File: src/rtl/sram_controller.sv
// Memory-stage front end: moves a 32-bit load/store over a 16-bit asynchronous
// SRAM as two half-word phases (low half first), stalling the pipeline via ready.
module sram_controller #(
    parameter int WAIT_CYCLES = 1,
    parameter int SRAM_ADDR_W = 18
) (
    input  logic                   clk,
    input  logic                   rst,
    input  logic                   mem_read_en,
    input  logic                   mem_write_en,
    input  logic [31:0]            alu_res,
    input  logic [31:0]            val_rm,
    output logic [31:0]            value,
    output logic                   ready,
    output logic [SRAM_ADDR_W-1:0] sram_addr,
    output logic [15:0]            sram_dq_out,
    input  logic [15:0]            sram_dq_in,
    output logic                   sram_dq_oe,
    output logic                   sram_we_n
);

    localparam logic [1:0] S_IDLE = 2'd0;
    localparam logic [1:0] S_LOW  = 2'd1;
    localparam logic [1:0] S_HIGH = 2'd2;
    localparam logic [1:0] S_DONE = 2'd3;

    localparam int              CNT_W    = (WAIT_CYCLES < 2) ? 1 : $clog2(WAIT_CYCLES + 1);
    localparam logic [CNT_W-1:0] CNT_LAST = CNT_W'(WAIT_CYCLES);

    logic [1:0]             state_reg, state_next;
    logic [CNT_W-1:0]       count_reg, count_next;
    logic                   op_write_reg, op_write_next;
    logic [SRAM_ADDR_W-1:0] addr_reg, addr_next;
    logic [15:0]            dq_out_reg, dq_out_next;
    logic                   oe_reg, oe_next;
    logic                   we_n_reg, we_n_next;
    logic                   request;
    logic                   phase_last;

    assign request    = mem_read_en | mem_write_en;
    assign phase_last = (count_reg == CNT_LAST);
    assign ready      = ((state_reg == S_IDLE) && !request) || (state_reg == S_DONE);

    always_comb begin
        state_next    = state_reg;
        count_next    = count_reg;
        op_write_next = op_write_reg;
        case (state_reg)
            S_IDLE: begin
                if (request) begin
                    state_next    = S_LOW;
                    count_next    = '0;
                    op_write_next = mem_write_en;
                end
            end
            S_LOW: begin
                if (phase_last) begin
                    state_next = S_HIGH;
                    count_next = '0;
                end else begin
                    count_next = count_reg + 1'b1;
                end
            end
            S_HIGH: begin
                if (phase_last) begin
                    state_next = S_DONE;
                    count_next = '0;
                end else begin
                    count_next = count_reg + 1'b1;
                end
            end
            default: begin
                state_next = S_IDLE;
                count_next = '0;
            end
        endcase
    end

    // SRAM pins are registered from the upcoming state so we_n is glitch-free
    // while still lining up exactly with the phase counter.
    always_comb begin
        addr_next   = '0;
        dq_out_next = '0;
        oe_next     = 1'b0;
        we_n_next   = 1'b1;
        if ((state_next == S_LOW) || (state_next == S_HIGH)) begin
            addr_next = {alu_res[SRAM_ADDR_W:2], (state_next == S_HIGH)};
            if (op_write_next) begin
                dq_out_next = (state_next == S_HIGH) ? val_rm[31:16] : val_rm[15:0];
                oe_next     = 1'b1;
                we_n_next   = (count_next == CNT_LAST);
            end
        end
    end

    always_ff @(posedge clk) begin
        if (rst) begin
            state_reg    <= S_IDLE;
            count_reg    <= '0;
            op_write_reg <= 1'b0;
            addr_reg     <= '0;
            dq_out_reg   <= '0;
            oe_reg       <= 1'b0;
            we_n_reg     <= 1'b1;
        end else begin
            state_reg    <= state_next;
            count_reg    <= count_next;
            op_write_reg <= op_write_next;
            addr_reg     <= addr_next;
            dq_out_reg   <= dq_out_next;
            oe_reg       <= oe_next;
            we_n_reg     <= we_n_next;
        end
    end

    assign sram_addr   = addr_reg;
    assign sram_dq_out = dq_out_reg;
    assign sram_dq_oe  = oe_reg;
    assign sram_we_n   = we_n_reg;

    // Each half of the load word is sampled at the end of its own phase.
    generate
        for (genvar gi = 0; gi < 2; gi++) begin : g_capture
            localparam logic [1:0] CAPTURE_STATE = (gi == 0) ? S_LOW : S_HIGH;
            logic [15:0] half_reg;

            always_ff @(posedge clk) begin
                if (rst) begin
                    half_reg <= '0;
                end else if ((state_reg == CAPTURE_STATE) && phase_last && !op_write_reg) begin
                    half_reg <= sram_dq_in;
                end
            end

            assign value[gi*16 +: 16] = half_reg;
        end
    endgenerate

endmodule

File: config.mk
export PLATFORM = sky130hd
export DESIGN_NAME = sram_controller
export DESIGN_NICKNAME = d
export VERILOG_FILES = /design/src/rtl/sram_controller.sv
export SDC_FILE = /design/constraint.sdc
export NUM_CORES = 1
export LEC_CHECK = 0
export ABC_AREA = 1
export CORE_MARGIN = 2
export CORE_UTILIZATION = 55
export CTS_CLUSTER_DIAMETER = 80
export DETAILED_ROUTE_END_ITERATION = 7
export DONT_BUFFER_PORTS = 1
export HOLD_SLACK_MARGIN = 0.12
export PLACE_DENSITY = 0.72
export SLEW_MARGIN = 30
export SYNTH_ARGS = -nofsm -noshare
export SYNTH_HDL_FRONTEND = slang
export SYNTH_SLANG_ARGS = --single-unit
File: constraint.sdc
create_clock -name clk -period 4.1 [get_ports clk]
set_clock_uncertainty 0.15 [all_clocks]
set_input_delay 0.82 -clock clk [delete_from_list [all_inputs] [get_ports clk]]
set_output_delay 0.82 -clock clk [all_outputs]
set_load 0.1 [all_outputs]
==> metrics.txt <==
share of the synthesized area in the top cell type between 50% and 60%; Slew Viols, Final 0; post-layout util 63.7%; Layout Nets 388; post-CTS sizing 0; Worst Setup SP state_reg[0]$_SDFF_PP0_; global placer's final weighted congestion between 0.8 and 0.9; initial antenna violation count 0; Startpoint Class flip-flop; syn avg cell area 8.70 um^2; cells after synthesis around 300; IO Pins around 150; sequential cell area 1440 um^2; CP arrival 1.81 ns; Top delay family on crit path simple AND/OR/NAND/NOR gates; vias in the first global route 1689; Final Setup Violations 0; vias ~1800; fin worst setup slack 1.32 ns; leakage ~1.2 nW; syn nets about 390; die width a little over 70 um; Die Y 72.5 um; reg2reg end sram_dq_out[3]$_SDFF_PP0_; commonest non-fill, non-tap cell in the layout nor2_1; Crit path top cell by count nand2_1; Total Power 2.35 mW; clock slew at reported path FFs about 0.070 ns; wire length per cell roughly 14 um; hpwl dp around 3600 um; area of the multi-input gates roughly 960 um^2; RSZ-0062 raised after global routing no; fillcell total 402; Final Hold Vio Count 0; Post-CTS Setup Bufs 0; CP Max Fanout 5; Slowest Stage Delay on Critical Path about 0.67 ns; setup TNS 0 ns; DRT antenna net count 0; cell count along the critical path 4; largest area contributor in the netlist dfxtp_1; worst relative slew slack 31.8%; ranking of synthesized cells by area dfxtp_1 (56%), nor2_1 (13%), o21ai_0 (6.4%); Slew @ Worst Pin 1.02 ns; maxcap violations 0; Skew-Pair Late Insertion Delay about 0.33 ns; Die ar. 5260 um^2; share of layout cells above drive strength 1 about 11%; GRT overflow 0; drt total wl 5080 um; CTS Buf Count 9; Worst R2R Path Depth 12; core area roughly 4400 um^2; All-Layer GR Usage about 19%; drt first pass iters 4; WHS ~0.40 ns; post-layout min period around 2.8 ns; hold crit path type flip-flop to flip-flop; post-synthesis sequential area ratio a little under three fifths; CTS Root Cell clkbuf_8; Max clock buf depth 2; pwr dens 831 nW/um^2; worst path cell trace inv_1 > ha_1 > nand2_1 > nand2_1; Fmax 0.360 GHz; crit end category output port; max reg flops 32; Starting Density between 50% and 60%; Netlist cell types 18; CTS hold repair buffers 0; Worst Path Buf+Inv 1; Synth Cell Area 2580 um^2; Yosys warnings 0; Ant. Diodes 0; commonest cells after routing, fill and taps aside nor2_1 (92), dfxtp_1 (72), o21ai_0 (33); worst vdd ir 0.446 mV; period utilisation layout 67.7%; largest net degree at the start of global routing 33; PortBufs 0; CTS HTree Levels 3; TritonCTS clock tree done; FF-to-FF Start state_reg[0]$_SDFF_PP0_; synth-to-layout area growth 9.64%; kind of critical path flip-flop to output port; Reg2Reg Setup Slack 1.73 ns; Seq cells post-synth 72; initial DRC count a little over 80; DRC violations left 0; clock tree sinks 72; first-pass GRT wire length 7800 um; # rows 24; Via-to-Cell Ratio about 5.1; worst slack, placed about 1.3 ns; worst setup path end ready; status completed; CP max stage cell nand2_1; Critical Path RT 3.13 ns
## tightest hold or removal path, stage by stage, from the launching register on
cell and delay [ns]:
dfxtp_1 0.31, nand2_1 0.12, a21oi_1 0.08
## routing by layer
metal,up-vias,wire [um],track usage [%]
li1,916,-,-
met1,802,2050,23.0
met2,90,2490,30.6
met3,6,477,6.67
met4,0,59,10.5
met5,-,0,0
## power breakdown
| part | switching [mW] | internal, mW |
|---|---|---|
| Sequential | 0.637 | 0.789 |
| Clock | 0.250 | 0.440 |
| Combinational | 0.158 | 0.0786 |
| Total | 1.05 | 1.31 |
## cell type report
type                            count  area share (%)
Inverter                           30            3.98
Tap cell                           52            2.30
Clock buffer                       12            5.48
Multi-Input combinational cell    184            33.8
Sequential cell                    72            50.9
Clock inverter                      4            3.49
## cell usage after synthesis
cell type  number
a21oi_4         1
nor2_4          1
nand2_1        18
buf_2           1
nor2_2         10
mux2i_1        16
nand3_1         3
dfxtp_1        72
a21oi_1         1
nor2_1         92
ha_1            7
inv_2           4
o21ai_0        33
buf_4           2
clkbuf_1        5
inv_1          26
buf_6           3
nand3_2         2
## worst min-delay path by stage
stage | slack, ns | to | depth (start not counted) | start
2_1_floorplan | 0.36 | op_write_reg$_SDFF_PP0_ | 2 | op_write_reg$_SDFF_PP0_
3_3_place_gp | 0.39 | op_write_reg$_SDFF_PP0_ | 2 | op_write_reg$_SDFF_PP0_
3_5_place_dp | 0.39 | op_write_reg$_SDFF_PP0_ | 2 | op_write_reg$_SDFF_PP0_
4_1_cts | 0.39 | op_write_reg$_SDFF_PP0_ | 1 | rst
5_1_grt | 0.39 | state_reg[1]$_SDFF_PP0_ | 1 | rst
6_report | 0.40 | op_write_reg$_SDFF_PP0_ | 2 | op_write_reg$_SDFF_PP0_
## kinds of logic (layout without fill, tap and decap cells)
| family | after synthesis | after routing | share of synthesized area [%] |
|---|---|---|---|
| buffers and inverters | 41 | 46 | 7.17 |
| and+or+nand+nor | 126 | 126 | 20.2 |
| DFF | 72 | 72 | 55.8 |
| muxes | 16 | 16 | 6.20 |
| adders and majority gates | 7 | 7 | 3.39 |
| AOI/OAI and AO/OA | 35 | 35 | 7.22 |
## stage by stage
stage / area [um^2] / instances
after global placement: 2570 / 338
after floorplan: 2580 / 297
final: 2830 / 354
after global routing: 2830 / 354
after detailed placement: 2570 / 338
after CTS: 2830 / 354
(Power assumes the default switching activity.)
